--- config.mk ---
export PLATFORM = sky130hd
export DESIGN_NAME = cfg_write_arb
export DESIGN_NICKNAME = d
export VERILOG_FILES = /design/src/rtl/cfg_write_arb.sv
export SDC_FILE = /design/constraint.sdc
export NUM_CORES = 1
export LEC_CHECK = 0
export ABC_AREA = 1
export CAP_MARGIN = 20
export CORE_AREA = 2 2 96 98
export CTS_BUF_LIST = sky130_fd_sc_hd__clkbuf_2 sky130_fd_sc_hd__clkbuf_4 sky130_fd_sc_hd__clkbuf_8
export CTS_CLUSTER_SIZE = 8
export DETAILED_ROUTE_END_ITERATION = 6
export DIE_AREA = 0 0 98 100
export SYNTH_ARGS = -nofsm -noshare
export SYNTH_HDL_FRONTEND = slang
export SYNTH_SLANG_ARGS = --single-unit
--- constraint.sdc ---
create_clock -name clk -period 3.3 [get_ports clk]
set_input_delay 0.66 -clock clk [delete_from_list [all_inputs] [get_ports clk]]
set_output_delay 0.66 -clock clk [all_outputs]
set_load 0.01 [all_outputs]
--- src/rtl/cfg_write_arb.sv ---
// Write arbiter for the configuration register bank: buffers SPI writes in a
// 2-entry FIFO and round-robins them with sequencer writes, one at a time.
module cfg_write_arb #(
   parameter int ADDR_W = 8,
   parameter int DATA_W = 8
) (
   input  logic              clk,
   input  logic              reset,
   input  logic [ADDR_W-1:0] spi_addr,
   input  logic [DATA_W-1:0] spi_data,
   input  logic              spi_update,
   input  logic [ADDR_W-1:0] seq_addr,
   input  logic [DATA_W-1:0] seq_data,
   input  logic              seq_valid,
   output logic              seq_ready,
   output logic [ADDR_W-1:0] wr_addr,
   output logic [DATA_W-1:0] wr_data,
   output logic              wr_en,
   input  logic              wr_ack,
   input  logic              ovf_clear,
   output logic              spi_overflow,
   output logic              busy
);

   // state    | meaning
   // ST_IDLE  | no write outstanding; grant a pending source and load wr_*
   // ST_WRITE | wr_en high, wr_* held until the bank acks
   typedef enum logic {ST_IDLE, ST_WRITE} state_t;

   localparam int ENTRY_W = ADDR_W + DATA_W;

   state_t             state;
   logic [ENTRY_W-1:0] fifo_mem [2];
   logic               rd_ptr;
   logic               wr_ptr;
   logic [1:0]         count;
   logic               last_grant_spi;

   logic               spi_req;
   logic               grant_spi;
   logic               grant_seq;
   logic               pop;
   logic               push;
   logic               drop;
   logic [ENTRY_W-1:0] fifo_head;

   assign fifo_head = fifo_mem[rd_ptr];
   assign spi_req   = (count != 2'd0);
   assign grant_spi = spi_req && (!seq_valid || !last_grant_spi);
   assign grant_seq = seq_valid && (!spi_req || last_grant_spi);
   assign pop       = (state == ST_IDLE) && grant_spi;
   // A full FIFO still accepts a push when its head leaves in the same cycle.
   assign push      = spi_update && ((count != 2'd2) || pop);
   assign drop      = spi_update && (count == 2'd2) && !pop;

   assign seq_ready = (state == ST_IDLE) && grant_seq;
   assign busy      = (state == ST_WRITE) || (count != 2'd0);

   always_ff @(posedge clk) begin
      if (reset) begin
         state          <= ST_IDLE;
         rd_ptr         <= 1'b0;
         wr_ptr         <= 1'b0;
         count          <= 2'd0;
         last_grant_spi <= 1'b0;
         spi_overflow   <= 1'b0;
         wr_en          <= 1'b0;
         wr_addr        <= '0;
         wr_data        <= '0;
      end else begin
         if (push) begin
            fifo_mem[wr_ptr] <= {spi_addr, spi_data};
            wr_ptr           <= ~wr_ptr;
         end
         if (pop) begin
            rd_ptr <= ~rd_ptr;
         end
         count <= count + 2'(push) - 2'(pop);

         if (drop) begin
            spi_overflow <= 1'b1;
         end else if (ovf_clear) begin
            spi_overflow <= 1'b0;
         end

         case (state)
            ST_IDLE: begin
               if (grant_spi) begin
                  wr_addr        <= fifo_head[ENTRY_W-1:DATA_W];
                  wr_data        <= fifo_head[DATA_W-1:0];
                  last_grant_spi <= 1'b1;
                  wr_en          <= 1'b1;
                  state          <= ST_WRITE;
               end else if (grant_seq) begin
                  wr_addr        <= seq_addr;
                  wr_data        <= seq_data;
                  last_grant_spi <= 1'b0;
                  wr_en          <= 1'b1;
                  state          <= ST_WRITE;
               end
            end
            ST_WRITE: begin
               if (wr_ack) begin
                  wr_en <= 1'b0;
                  state <= ST_IDLE;
               end
            end
            default: begin
               wr_en <= 1'b0;
               state <= ST_IDLE;
            end
         endcase
      end
   end

endmodule

==> impl_summary.md, run 1 <==
Detailed routing
In the routed design, unresolved DRC markers number 0. The detailed router's first-iteration violation count is 79. The final routed wirelength across all metal layers is 5210 um. The average routed wire per standard cell is 11.0 um. The number of vias per cell after detailed routing is 4.00. The post-route antenna net violation count is 0.

The total number of vias is 1,894. Before antenna repair, the detailed router went through 4 iterations.

Clock network
The H-tree generated during clock tree synthesis spans 3 levels. The number of CTS-inserted buffers is 9. Post-CTS repair changed the size of 0 cells. Clock-pin slew was measured on the worst setup and hold paths at 0.06 ns. The cell at the root of the clock tree is clkbuf_8. The post-CTS setup buffer count is 0.

The TritonCTS clock tree is built. In this run, post-CTS hold repair placed 0 buffers. The number of sinks handled by clock tree synthesis is 57.

The maximum buffer depth of the clock tree is 2. At the later pin of the worst-skew pair, clock insertion delay measures 0.33 ns.

Timing
The final number of hold-violating endpoints is 0. The worst clock skew on the final layout is 0.00479 ns. Setup violations remaining at the end of the flow were counted as 0. Setup repair after global routing left no endpoint under its margin. In this run the tightest slew margin relative to its limit is 42.9%. The worst setup slack after layout is 0.530 ns. At the pin with the least slew margin, the transition time is 0.855 ns.

The clock period could shrink to 2.77 ns. The timing-limited maximum frequency is 0.361 GHz. The share of the clock period used by the worst path is 84.0%. The final max-slew violation count was 0. In the final timing run, aggregate negative setup slack is 0 ns.

Place
The post-placement setup slack is 0.526 ns. The congestion estimate from routability-driven global placement came to 0.767. The number of buffer cells added on primary ports is 57. The HPWL after detailed placement is 3710 um.

GRT
The pin count of the biggest net entering global routing is 33. In the global route stage, overall resource usage came out at 11.5%. The wire length of the first global-routing pass is 8610 um. The number of global-route vias before repair came to 1,869. For this run the aggregate overflow at the end of global routing stands at 0. The number of antenna violations at the first check in global routing is 0.

Logic synthesis
The top cell type by total area after synthesis is edfxtp_1. The sequential share of the synthesized area is 57.1%. Synthesis instantiated 25 different standard cells from the library. The flip-flop and latch count after synthesis is 57. Synthesis produced a netlist whose cell count is 299. The synthesized net count is 339. The area of the mapped netlist is 0.00256 mm^2. By area the synthesized netlist is led by edfxtp_1 (38%), dfxtp_1 (20%), nand2_1 (13%).

For this run, the number of Yosys warnings is 0. The mean post-synth cell area is 8.56 um^2. Summed over its instances, the top area cell type makes up 37.6% of the synthesized netlist area.

Worst setup path
The worst setup path is of the in -> out kind. Traced cell by cell, the critical path runs through clkdlybuf4s50_1 > inv_1 > nor2_2 > nand2_4 > inv_1 > clkdlybuf4s50_1. At the worst endpoint, the arrival time is 2.11 ns. Of all nets on the critical path, the largest fanout is 19. The slowest cell on the critical path is clkdlybuf4s50_1. The endpoint kind of the worst setup timing path is a primary output. The launching element type of the critical path is a primary input. For this run, the slowest stage of the critical path takes 0.53 ns. The required arrival time at the worst endpoint is 2.64 ns.

Final layout
The count of filler cells inserted in the layout is 901. The share of final-layout standard cells stronger than drive strength 1 is 9.94%. The repair_antennas step left the layout with diodes totalling 0. The final layout contains 397 nets. The area added between synthesis and finish is 34.3%. The final standard cell utilization of the core is 38.7%.

Floorplanning
The I/O pin count is 58. Once the floorplan was initialized, standard cells occupied 28.8% of the core. In this run the standard cell core region covers 0.00889 mm^2. The chip height is 100 um. The floorplan has 35 rows. The overall die area is 0.00980 mm^2. From left edge to right edge, the die measures 98 um.

Power and ir drop
Dividing total power by cell area gives a power density of 906 mW/mm^2. The maximum VDD drop is 0.276 mV. Summed over all cells, the static leakage comes to 1.48 nW. The power consumption is 3.11 mW.

Min path
The path class of the tightest hold or removal check is reg -> reg.

Outcome
The run finished with clean final reports.

Run
The tool flagged a number of max-cap violations equal to 0.
worst paths after layout:
kind,from,to,slack [ns],cells past startpoint
setup / recovery,seq_valid,seq_ready,0.53,6
hold / removal,spi_overflow$_SDFFE_PP0P_,spi_overflow$_SDFFE_PP0P_,0.47,2
setup reg to reg,count[0]$_SDFF_PP0_,count[1]$_SDFF_PP0_,1.25,11
hold reg to reg,spi_overflow$_SDFFE_PP0P_,spi_overflow$_SDFFE_PP0P_,0.47,2
stage by stage:
step                      area, um^2  std cells  hold slack (ns)
after detailed placement        3200        457            0.462
after floorplan                 2560        299            0.465
after global placement          3200        457            0.456
after CTS                       3440        473            0.473
after global routing            3440        473            0.504
final                           3440        473            0.466
layer usage:
metal	vias up	routed length (um)	track usage (%)
li1	1038	-	-
met1	804	2370	13.6
met2	48	2510	19.0
met3	4	288	4.94
met4	0	44	3.53
met5	-	0	0
where the power goes:
part,internal (mW),switching [mW]
registers,0.931,0.129
logic,0.553,0.737
clock network,0.506,0.258
total,1.99,1.12
cells in the final DEF (no fill, tap or decap):
cell	count
a21boi_0	1
edfxtp_1	32
nand3_1	18
clkdlybuf4s50_1	57
inv_1	46
clkbuf_4	1
ha_1	2
nor2_2	9
a21oi_1	3
xnor2_1	1
nand2_1	87
nor2_4	1
clkinvlp_4	1
nand2_2	4
nor2_1	32
nand2_4	1
dfxtp_1	25
clkinv_1	2
bufinv_16	3
clkbuf_8	9
inv_2	2
o21ai_0	19
xor2_1	1
clkinv_2	1
o21ai_2	1
nand3_4	1
buf_4	1
nor3_2	1
Yosys cell counts, drive strengths merged:
master	number
ha	2
a21boi	1
o21ai	20
nand2	92
edfxtp	32
clkbuf	1
buf	10
dfxtp	25
xnor2	1
inv	48
nor3	1
nand3	19
clkinv	1
nor2	42
a21oi	3
xor2	1
critical path, delay by kind of cell:
family | cells | cell delay (ns)
buffers and inverters | 4 | 1.17
and+or+nand+nor | 2 | 0.28
state kept, by name, indices dropped and copies added (netlist names), 2 cells and up, named ones only:
signal    flops
wr_addr       8
fifo_mem     32
count         2
wr_data       8
cell type report:
class	instances	area [um^2]	area share [%]
clock buffer	10	131	3.82
clock inverter	6	106	3.09
inverter	49	184	5.35
multi-input combinational	182	837	24.4
sequential	57	1460	42.5
tap	111	139	4.04
timing repair buffer	58	578	16.8
cell families after synthesis:
group                    synth area share, %
flip-flops                              57.1
AND/OR/NAND/NOR                         25.9
adder cells (fa/ha/maj)                0.978
buffers and inverters                   10.4
AO/OA/AOI/OAI                           4.94
XOR/XNOR                               0.685
No activity file was read; power rests on OpenSTA's default activity.
==> run 2, diff against run 1 <==
Clock period 3.3 ns to 2.32 ns, I/O delays scaled along.
==> impl_summary.md, run 2 (synthesis gave the netlist of run 1 again) <==
Worst setup path
The worst-case register-to-register setup slack was 0.56 ns (-0.69 ns). The worst register-to-register path begins at count[0]$_SDFF_PP0_. The required arrival time at the worst endpoint came to 1.86 ns (-0.78 ns). The family with the most delay on the worst path is buffers and inverters. The critical path is of the reg -> out type. On the critical path, the stage with the largest delay is an instance of clkdlybuf4s50_1.

The data arrival time at the worst-slack endpoint came to 1.50 ns (-0.61 ns). The number of buffers and inverters on the critical path was 1 (-3). The path depth of the worst reg2reg path is 11 (unchanged). The endpoint identified for the worst register-to-register timing path is count[1]$_SDFF_PP0_. The critical path goes through nor2_1 > nand2_1 > clkdlybuf4s50_1. STA classifies the critical path endpoint as a primary output. The delay of the slowest cell on the worst path is 0.49 ns (-0.04 ns). The launching element type of the critical path is a flop.

The biggest fanout along the worst timing path is 5 (-14).

Final layout
The count of filler cells inserted in the layout is 878 (-2.6%). Compared with the post-synthesis result, the final layout area differs by 35.6%. More flip-flops sit in one register than any other, and that register is fifo_mem. The commonest non-fill, non-tap cell in the layout is nand2_1. The area taken by multi-input logic gates is 837 um^2 (unchanged). The number of flip-flops under the largest register name is 32 (unchanged).

Leaving out fill and tap cells, the most frequent cells in the layout are nand2_1 (87), clkdlybuf4s50_1 (56), inv_1 (46), nor2_1 (32), edfxtp_1 (32). The post-route non-filler standard cell count is 480 (+1.5%). The final standard cell utilization of the core was 39.0% (+0.35 points). The register cell area after layout is 0.00146 mm^2 (unchanged). In the final layout, the registers with the most flip-flops are fifo_mem (32), wr_addr (8), wr_data (8). The antenna cell count is 0 (unchanged). The post-layout net count came to 404 (+1.8%). The share of final-layout standard cells stronger than drive strength 1 is 11.4% (+1.4 points).

Timing
The setup-violating endpoint count in the final report is 0 (unchanged). The setup TNS is 0 ns (unchanged). The worst clock skew on the final layout was 0.00497 ns (+0.000182 ns). In the finished design, the share of the clock period the worst path needs comes to 84.7%. Based on the critical path, the design can be clocked at up to 0.509 GHz. The final number of hold-violating endpoints is 0 (unchanged). The final max-slew violation count is 0 (unchanged). Setup repair after global routing left no endpoint under its margin. The pin slew with the least headroom to its limit is 0.544 ns (-0.310 ns). The worst max-slew margin expressed relative to the limit is 63.5% (+21 points). The clock period minus worst slack is 1.96 ns.

GRT
The wire length of the first global-routing pass came to 8950 um (+3.9%). The total routing resource utilization after global routing came to 12.1% (+0.65 points). The number of global-route vias before repair is 1,846 (-1.2%).

The pin count of the biggest net entering global routing is 20 (-39%). The aggregate global routing overflow is 0 (unchanged). The number of antenna violations at the first check in global routing is 0 (unchanged).

Min path
The path with the worst hold slack has its endpoint at spi_overflow$_SDFFE_PP0P_. The number of instances on the worst hold path is 2 (unchanged). The critical hold path startpoint is spi_overflow$_SDFFE_PP0P_. The class of the tightest hold or removal check is reg -> reg.

Clock network
The TritonCTS clock tree is built. The maximum buffer depth of the clock tree came to 2 (unchanged). The post-CTS setup buffer count is 0 (unchanged). The insertion delay of the later-clocked pin in the worst-skew pair is 0.33 ns (about the same). The number of CTS-inserted buffers is 9 (unchanged).

The cell at the root of the clock tree is clkbuf_8. The count of hold buffers inserted by post-cts repair is 0 (unchanged). The number of sinks handled by clock tree synthesis was 57 (unchanged). The clock-pin slew of the registers on the worst-case setup and hold paths came to 0.06 ns (about the same).

The H-tree depth reported by CTS is 3 (unchanged).

Place
The routability congestion estimate is 0.786 (+2.5%). The cell count after placement is 464 (+1.5%). The number of buffer cells added on primary ports came to 57 (unchanged).

The post-detailed-placement half-perimeter wirelength is 3810 um (+2.4%).

Power and ir drop
The fraction of power spent switching nets is 37.3% (+1.3 points). The clock network fraction of design power is 21.5% (-3.0 points). The leakage component of the power is 1.52 nW (+2.5%). The sequential cell fraction of total power is 33.9% (-0.2 points).

The maximum VDD drop is 0.339 mV (+23%). The net switching power figure is 1.62 mW (+45%). The power per standard cell area was 1250 mW/mm^2 (+38%). The internal power of the cells is 2.73 mW (+37%). The logic gate share of total power is 44.6% (+3.2 points).

Floorplanning
The overall die area is 0.00980 mm^2 (unchanged). The I/O pin count is 58 (unchanged). The row count was 35 (unchanged).

The chip height was 100 um (unchanged). The starting density of the core came to 28.8% (unchanged). The area of the core region came to 0.00889 mm^2 (unchanged). The die width is 98 um (unchanged).

Detailed routing
The average routed wire per standard cell is 11.1 um (+0.79%). The number of vias per cell after detailed routing is 4.06 (+1.3%). The total number of vias is 1,947 (+2.8%). The final routed wirelength across all metal layers is 5330 um (+2.3%). The detailed router's first-iteration violation count is 91 (+15%).

The number of search-and-repair iterations in the first detailed-routing pass is 4 (unchanged). The DRC violation count after routing is 0 (unchanged). The post-route antenna net violation count is 0 (unchanged).

Outcome
The run finished with clean final reports.

Run
The max capacitance violation total is 0 (unchanged).
[run 2: cell types whose count changed in the layout (fill, tap and decap cells not counted), sizes merged]
cell / delta
bufinv: -2
clkinv: +1
clkbuf: +2
dlymetal6s2s: +1
buf: +7
clkdlybuf4s50: -1
clkinvlp: -1
[run 2: timing repair]
| item | in CTS | in global routing |
|---|---|---|
| hold endpoints to repair | 0 | 0 |
| setup endpoints to repair | 0 | 1 |
| resized for setup | 0 | 1 |
[run 2: area by class of cell]
class | count | area share [%]
Clock inverter | 4 | 1.23
Multi-Input combinational cell | 182 | 24.1
Sequential cell | 57 | 42.1
Clock buffer | 12 | 4.58
Tap cell | 111 | 4.00
Timing Repair Buffer | 65 | 18.6
Inverter | 49 | 5.30
[run 2: stage by stage]
stage                     hold WS, ns  area (um^2)  power [mW]  setup WS, ns
after floorplan                 0.465         2560        2.83         0.450
after global placement          0.456         3260        3.45        0.0789
after detailed placement        0.464         3260        3.47        0.0784
after CTS                       0.472         3470        4.43        0.0779
after global routing            0.494         3470        4.77         0.218
final                           0.466         3470        4.35         0.356
[run 2: routing by layer]
metal | vias to the layer above | GRT usage, % | wire length [um]
li1 | 1055 | - | -
met5 | - | 0 | 0
met1 | 837 | 15.2 | 2530
met3 | 11 | 3.83 | 282
met4 | 0 | 7.05 | 144
met2 | 44 | 18.4 | 2370
[run 2: worst max path at each step]
stage,start,to,slack [ns],depth (start not counted)
5_1_grt,count[0]$_SDFF_PP0_,busy,0.22,3
4_1_cts,seq_valid,seq_ready,0.08,6
3_5_place_dp,seq_valid,count[1]$_SDFF_PP0_,0.08,11
2_1_floorplan,seq_valid,fifo_mem[1][0]$_DFFE_PP_,0.45,5
6_report,count[0]$_SDFF_PP0_,busy,0.36,3
3_3_place_gp,seq_valid,seq_ready,0.08,6
[run 2: power by group through the flow]
stage	clock [mW]	combinational (mW)	sequential (mW)
after floorplan	0	1.30	1.53
after global placement	0	1.95	1.50
after detailed placement	0	1.97	1.50
after CTS	0.967	1.98	1.48
after global routing	1.03	2.22	1.51
final	0.935	1.94	1.47
[run 2: tightest hold or removal path, stage by stage (launching register included)]
cell,delay (ns)
dfxtp_1,0.30
nand2_1,0.06
a21oi_1,0.06
